## config.mk

```make
export PLATFORM = sky130hd
export DESIGN_NAME = data_mem_access_ctrl_flat
export DESIGN_NICKNAME = d
export VERILOG_FILES = /design/src/rtl/data_bus_if.sv /design/src/rtl/data_mem_access_ctrl.sv /design/src/flat_wrapper.sv
export SDC_FILE = /design/constraint.sdc
export NUM_CORES = 1
export LEC_CHECK = 0
export BUFFER_PORTS_ARGS = -buffer_cell sky130_fd_sc_hd__buf_2
export CAP_MARGIN = 30
export CORE_UTILIZATION = 43
export CTS_BUF_LIST = sky130_fd_sc_hd__clkbuf_8
export CTS_CLUSTER_SIZE = 28
export DETAILED_ROUTE_END_ITERATION = 10
export PLACE_DENSITY_LB_ADDON = 0.3
export SETUP_SLACK_MARGIN = 0.02
export SLEW_MARGIN = 20
export SYNTH_ARGS = -nofsm -noshare
export SYNTH_HDL_FRONTEND = slang
export SYNTH_SLANG_ARGS = --single-unit
```

## constraint.sdc

```tcl
create_clock -name clk -period 1.78 [get_ports clk]
set_clock_uncertainty 0.1 [all_clocks]
set_input_delay 0.356 -clock clk [delete_from_list [all_inputs] [get_ports clk]]
set_output_delay 0.356 -clock clk [all_outputs]
set_load 0.05 [all_outputs]
```

## src/rtl/data_bus_if.sv

```systemverilog
// SRAM-like data bus (req/addr_ok/data_ok) between the MEM-stage access controller
// and the data memory or its bridge.
interface data_bus_if #(
    parameter int ADDR_WIDTH = 32
) ();
    logic                  data_req;
    logic                  data_wr;
    logic [1:0]            data_size_o;
    logic [ADDR_WIDTH-1:0] data_addr;
    logic [31:0]           data_wdata;
    logic                  data_addr_ok;
    logic                  data_data_ok;
    logic [31:0]           data_rdata;

    modport master (
        output data_req, data_wr, data_size_o, data_addr, data_wdata,
        input  data_addr_ok, data_data_ok, data_rdata
    );

    modport slave (
        input  data_req, data_wr, data_size_o, data_addr, data_wdata,
        output data_addr_ok, data_data_ok, data_rdata
    );
endinterface

```

## src/rtl/data_mem_access_ctrl.sv

```systemverilog
// MEM-stage load/store sequencer for the SRAM-like data bus: one outstanding access,
// store lane replication, load extraction/extension, flush drain. Option: UNALIGNED_EXC_EN.
module data_mem_access_ctrl #(
    parameter int ADDR_WIDTH = 32,
    parameter bit PADDR_MAP  = 1'b1
) (
    input  logic                  clk,
    input  logic                  reset,
    input  logic                  mem_valid,
    input  logic                  flush,
    input  logic                  memRead,
    input  logic                  memWrite,
    input  logic [1:0]            data_size,
    input  logic                  data_ext_type,
    input  logic [ADDR_WIDTH-1:0] mem_addr,
    input  logic [31:0]           mem_wdata,
    output logic                  mem_stall,
    output logic [31:0]           load_result,
    output logic                  load_done,
    output logic                  adel,
    output logic                  ades,
    output logic [ADDR_WIDTH-1:0] badvaddr,
    data_bus_if.master            bus
);
    typedef enum logic [2:0] {IDLE, REQ, WAIT, DONE, DRAIN} state_t;

    state_t                state_reg;
    logic                  req_reg;
    logic                  wr_reg;
    logic [1:0]            size_reg;
    logic                  ext_reg;
    logic [1:0]            off_reg;
    logic [ADDR_WIDTH-1:0] addr_reg;
    logic [31:0]           wdata_reg;
    logic [31:0]           load_result_reg;
    logic                  load_done_reg;

    logic                  is_half, is_word, mem_op, addr_err, access;
    logic [ADDR_WIDTH-1:0] eff_addr, phys_addr;
    logic [31:0]           lane_wdata;
    logic [15:0]           rd_shift;
    logic [31:0]           load_ext;

    assign is_half = (data_size == 2'd1);
    assign is_word = data_size[1];
    assign mem_op  = mem_valid & (memRead | memWrite);

`ifdef UNALIGNED_EXC_EN
    assign addr_err = mem_op & ((is_half & mem_addr[0]) | (is_word & (|mem_addr[1:0])));
    assign eff_addr = mem_addr;
    assign adel     = addr_err & memRead & ~reset;
    assign ades     = addr_err & ~memRead & ~reset;
    assign badvaddr = (addr_err & ~reset) ? mem_addr : '0;
`else
    // Misaligned accesses are silently rounded down to the natural boundary.
    assign addr_err = 1'b0;
    assign eff_addr = {mem_addr[ADDR_WIDTH-1:2], mem_addr[1] & ~is_word,
                       mem_addr[0] & ~is_half & ~is_word};
    assign adel     = 1'b0;
    assign ades     = 1'b0;
    assign badvaddr = '0;
`endif

    assign access = mem_op & ~flush & ~addr_err;

    generate
        if (PADDR_MAP) begin : g_map
            // kseg0/kseg1 fold onto the low 512 MB of physical space
            assign phys_addr = (eff_addr[ADDR_WIDTH-1 -: 2] == 2'b10)
                             ? {3'b000, eff_addr[ADDR_WIDTH-4:0]} : eff_addr;
        end else begin : g_pass
            assign phys_addr = eff_addr;
        end

        for (genvar gi = 0; gi < 4; gi++) begin : g_lane
            assign lane_wdata[8*gi +: 8] = (data_size == 2'd0) ? mem_wdata[7:0] :
                                           is_half ? mem_wdata[8*(gi%2) +: 8] :
                                                     mem_wdata[8*gi +: 8];
        end
    endgenerate

    assign rd_shift = 16'(bus.data_rdata >> {off_reg, 3'b000});

    always_comb begin
        load_ext = bus.data_rdata;
        case (size_reg)
            2'd0: load_ext = ext_reg ? {24'b0, rd_shift[7:0]}
                                     : {{24{rd_shift[7]}}, rd_shift[7:0]};
            2'd1: load_ext = ext_reg ? {16'b0, rd_shift}
                                     : {{16{rd_shift[15]}}, rd_shift};
            default: load_ext = bus.data_rdata;
        endcase
    end

    always_comb begin
        mem_stall = 1'b0;
        case (state_reg)
            IDLE, DRAIN: mem_stall = access;
            REQ, WAIT:   mem_stall = 1'b1;
            default:     mem_stall = 1'b0;
        endcase
    end

    always_ff @(posedge clk) begin
        if (reset) begin
            state_reg       <= IDLE;
            req_reg         <= 1'b0;
            wr_reg          <= 1'b0;
            size_reg        <= 2'd0;
            ext_reg         <= 1'b0;
            off_reg         <= 2'd0;
            addr_reg        <= '0;
            wdata_reg       <= '0;
            load_result_reg <= '0;
            load_done_reg   <= 1'b0;
        end else begin
            load_done_reg <= 1'b0;
            case (state_reg)
                IDLE: begin
                    if (access) begin
                        wr_reg    <= memWrite;
                        size_reg  <= data_size;
                        ext_reg   <= data_ext_type;
                        off_reg   <= eff_addr[1:0];
                        addr_reg  <= phys_addr;
                        wdata_reg <= lane_wdata;
                        req_reg   <= 1'b1;
                        state_reg <= REQ;
                    end
                end
                REQ: begin
                    if (bus.data_addr_ok) begin
                        req_reg   <= 1'b0;
                        state_reg <= flush ? DRAIN : WAIT;
                    end else if (flush) begin
                        req_reg   <= 1'b0;
                        state_reg <= IDLE;
                    end
                end
                WAIT: begin
                    if (bus.data_data_ok) begin
                        if (flush) begin
                            state_reg <= IDLE;
                        end else begin
                            state_reg       <= DONE;
                            load_result_reg <= load_ext;
                            load_done_reg   <= ~wr_reg;
                        end
                    end else if (flush) begin
                        state_reg <= DRAIN;
                    end
                end
                DONE:  state_reg <= IDLE;
                DRAIN: if (bus.data_data_ok) state_reg <= IDLE;
                default: state_reg <= IDLE;
            endcase
        end
    end

    // Request drops in the reset cycle itself, not one edge later.
    assign bus.data_req    = req_reg & ~reset;
    assign bus.data_wr     = wr_reg;
    assign bus.data_size_o = size_reg;
    assign bus.data_addr   = addr_reg;
    assign bus.data_wdata  = wdata_reg;
    assign load_result     = load_result_reg;
    assign load_done       = load_done_reg;
endmodule

```

## src/flat_wrapper.sv

```systemverilog
// flat-port wrapper written by rule: the top's interface ports become plain ports
module data_mem_access_ctrl_flat 
#(
    parameter int ADDR_WIDTH = 32,
    parameter bit PADDR_MAP  = 1'b1
)
  (clk, reset, mem_valid, flush, memRead, memWrite, data_size, data_ext_type, mem_addr, mem_wdata, mem_stall, load_result, load_done, adel, ades, badvaddr, bus_data_req, bus_data_wr, bus_data_size_o, bus_data_addr, bus_data_wdata, bus_data_addr_ok, bus_data_data_ok, bus_data_rdata);
  data_bus_if #(.ADDR_WIDTH(ADDR_WIDTH)) bus_i ();
  input  logic clk;
  input  logic reset;
  input  logic mem_valid;
  input  logic flush;
  input  logic memRead;
  input  logic memWrite;
  input  logic [1:0] data_size;
  input  logic data_ext_type;
  input  logic [ADDR_WIDTH-1:0] mem_addr;
  input  logic [31:0] mem_wdata;
  output logic mem_stall;
  output logic [31:0] load_result;
  output logic load_done;
  output logic adel;
  output logic ades;
  output logic [ADDR_WIDTH-1:0] badvaddr;
  output wire logic [$bits(bus_i.data_req)-1:0] bus_data_req;
  output wire logic [$bits(bus_i.data_wr)-1:0] bus_data_wr;
  output wire logic [$bits(bus_i.data_size_o)-1:0] bus_data_size_o;
  output wire logic [$bits(bus_i.data_addr)-1:0] bus_data_addr;
  output wire logic [$bits(bus_i.data_wdata)-1:0] bus_data_wdata;
  input wire logic [$bits(bus_i.data_addr_ok)-1:0] bus_data_addr_ok;
  input wire logic [$bits(bus_i.data_data_ok)-1:0] bus_data_data_ok;
  input wire logic [$bits(bus_i.data_rdata)-1:0] bus_data_rdata;
  assign bus_data_req = bus_i.data_req;
  assign bus_data_wr = bus_i.data_wr;
  assign bus_data_size_o = bus_i.data_size_o;
  assign bus_data_addr = bus_i.data_addr;
  assign bus_data_wdata = bus_i.data_wdata;
  assign bus_i.data_addr_ok = bus_data_addr_ok;
  assign bus_i.data_data_ok = bus_data_data_ok;
  assign bus_i.data_rdata = bus_data_rdata;
  data_mem_access_ctrl #(.ADDR_WIDTH(ADDR_WIDTH), .PADDR_MAP(PADDR_MAP)) u_core (.clk(clk), .reset(reset), .mem_valid(mem_valid), .flush(flush), .memRead(memRead), .memWrite(memWrite), .data_size(data_size), .data_ext_type(data_ext_type), .mem_addr(mem_addr), .mem_wdata(mem_wdata), .mem_stall(mem_stall), .load_result(load_result), .load_done(load_done), .adel(adel), .ades(ades), .badvaddr(badvaddr), .bus(bus_i));
endmodule
```

==> qor.yml <==
antenna_found_initial: 1
p_sw_share_pct: 33.3
yosysSeqAreaShare_pct: 42.3
critical_path.top_delay_family: "simple AND/OR/NAND/NOR gates"
ir_worst_vdd_mv: 0.611
layout.nets: 930
setup-tns-final_ps: -1580
path_max_fanout: 3
crit_top_cell: "buf_6"
worstSkewPairLatency_ps: 380
critPathCaptureType: "primary output"
clock_sinks: 105
synthFlopType: "dfxtp_1"
synth_edf_count: 0
cts_buffers: 9
drtPass1Iterations: 5
synthTopCellsByArea: "dfxtp_1 42%, nand2_1 10%, a21oi_1 8.0%, buf_4 5.1%, mux2i_1 5.0%"
r2r_end: "u_core.load_result[28]$_SDFFE_PP0P_"
die_w_um: 110
synth_top_area_share_pct: 42.3
violations: "setup timing"
drv_slew: 0
hold_buffers: 0
critical_path_class: "reg2out"
cp.arrival_ps: 1550
cp-start-kind: "flip-flop"
pwr-share-clk_pct: 28.6
fin_crit_ps: 2010
switchingPower_mw: 1.77
grt.total_usage_pct: 24.1
cp_cell_sequence: "buf_6, or4_4, o21ai_2, buf_6"
syn_area_um2: 4970
synth-seq-cells: 105
routed_wl_mm: 15.2
synth.distinct_cells: 39
ff2ff_setup_slack_ps: -50
combPwrFrac_pct: 24.6
worstMarginPinSlew_ps: 662
path_buf_inv: 2
max_stage_delay_ps: 470
num_rows: 38
dieArea_um2: 12000
cts.path.max_buffers: 2
die_h_um: 110
fillers: 1047
timing.hold.ws_ps: 81.2
max_cap_viol_count: 0
worst_slack_ps: -230
port_buffers: 208
p_leak_nw: 3.03
placed_cells: 946
cts_tree: "built"
htree_levels: 3
dp_hpwl_mm: 10.5
rsz0062_at_grt: "true"
drc_errors: 0
cts-root-buf: "clkbuf_8"
vias_per_cell: 5.26
dp_slack_ps: -201
min_path_type: "in2reg"
period_share_pct: 113
hold_path_depth: 2
power_density_nw_per_um2: 810
area_delta_synth_final_pct: 32.2
synth_top_cell_by_area: "dfxtp_1"
gp_congestion: 0.933
hold_viol: 0
grt_pass1_vias: 4610
cp.required_ps: 1320
synthArstFlopShare_pct: 0
synth_most_common_cell: "nand2_1"
intPower_mw: 3.55
grt_max_degree: 65
drt_iter0_markers: 331
whs_endpoint: "u_core.state_reg[1]$_SDFFE_PP0P_"
ys_warn_count: 0
seqPwrFrac_pct: 46.7
postPlaceCellArea_um2: 6140
hp-start: "reset"
avgSynthCellArea_um2: 8.02
timing.rr.start: "u_core.bus.data_addr[1]$_SDFFE_PP0P_"
relSlewSlack_pct: 55.9
reg2regPathDepth: 5
vias: 5095
synthTopCellsByCount: "138 x nand2_1, 105 x dfxtp_1, 79 x a21oi_1"
wire_per_inst_um: 15.7
clkTransAtPathRegs_ps: 90
overflow: 0
io_pins: 243
start_util_pct: 45.1
drive_gt1_share_pct: 35.8
fin_area_um2: 6570
final_cells: 968
status: "finished, violations left"
crit_slowest_cell: "or4_4"
grt_pass1_wl_mm: 22.3
setup_viol_count_final: 43
drtAntennaViolNets: 0
synthCells: 620
fp.coreArea_um2: 11000
fmax_mhz: 498
## repair_timing
| item | CTS | global route |
|---|---|---|
| gates resized for setup | 18 | 19 |
| buffers inserted | 1 | 1 |
| setup endpoints to repair | 72 | 76 |
| cloned | 2 | 2 |
| pin swaps | 1 | 1 |
## worst max-delay path by stage
stage          slack (ps)                            startpoint  depth (start not counted)                                    end
6_report             -230      u_core.state_reg[1]$_SDFFE_PP0P_                          4                              mem_stall
5_1_grt              -290      u_core.state_reg[1]$_SDFFE_PP0P_                          4                              mem_stall
4_1_cts              -250      u_core.state_reg[1]$_SDFFE_PP0P_                          4                              mem_stall
3_5_place_dp         -200                                 flush                          6  u_core.bus.data_addr[25]$_SDFFE_PP0P_
3_3_place_gp         -170                                 flush                          6  u_core.bus.data_addr[13]$_SDFFE_PP0P_
2_1_floorplan        -100  u_core.bus.data_addr[1]$_SDFFE_PP0P_                          5    u_core.load_result[26]$_SDFFE_PP0P_
## stage by stage
stage	util [%]	power, mW
final	59.6	5.32
after global routing	59.6	5.55
after CTS	58.5	5.34
after detailed placement	55.7	3.77
after global placement	55.7	3.75
after floorplan	-	3.46
## cell type report
type / count / area [um2] / area share [%]
clock buffers: 11 / 151 / 2.30
well taps: 140 / 175 / 2.67
flip-flops and latches: 105 / 2110 / 32.1
inverters: 2 / 7.51 / 0.114
diodes: 1 / 2.50 / 0.0381
multi-input cells: 459 / 2560 / 39.0
repair buffers: 246 / 1520 / 23.1
clock inverters: 4 / 45.0 / 0.685
## power groups by stage
| stage | combinational [mW] | sequential (mW) | clock [mW] |
|---|---|---|---|
| 6_report | 1.31 | 2.49 | 1.52 |
| 3_5_place_dp | 1.23 | 2.54 | 0 |
| 5_1_grt | 1.39 | 2.50 | 1.66 |
| 3_3_place_gp | 1.21 | 2.54 | 0 |
| 2_1_floorplan | 0.629 | 2.83 | 0 |
| 4_1_cts | 1.28 | 2.49 | 1.57 |
## routing by layer
| metal | track usage, % | part of all wire [%] |
|---|---|---|
| met4 | 11.7 | 2.8 |
| met2 | 39.0 | 48 |
| met1 | 29.7 | 41 |
| met3 | 6.22 | 8.5 |
| met5 | 0 | 0 |
## cells by family (layout without fill, tap and decap cells)
logic type             count (synthesis)  count (layout)  share of synthesized area [%]
flip-flops                           105             105                           42.3
multiplexers                          26              26                           5.49
buffers and inverters                 89             263                           10.7
AND/OR/NAND/NOR                      223             223                           18.5
AO/OA/AOI/OAI                        175             175                           22.8
XOR/XNOR                               1               1                          0.176
other                                  1              35                         0.0754
## layout by cell type, fill, tap and decap left out, drive strengths merged, types with 2 or more instances in the layout
master	n
nor3	3
conb	34
clkbuf	13
a21o	7
nand3	4
dfxtp	105
a311oi	8
or4	2
mux2i	25
buf	243
inv	4
nand3b	2
nor2	57
nand2	138
a2bb2oi	7
o21ai	30
nor4	3
o221ai	7
a21oi	79
nor2b	4
a211oi	33
nand2b	4
(Power assumes the default switching activity.)
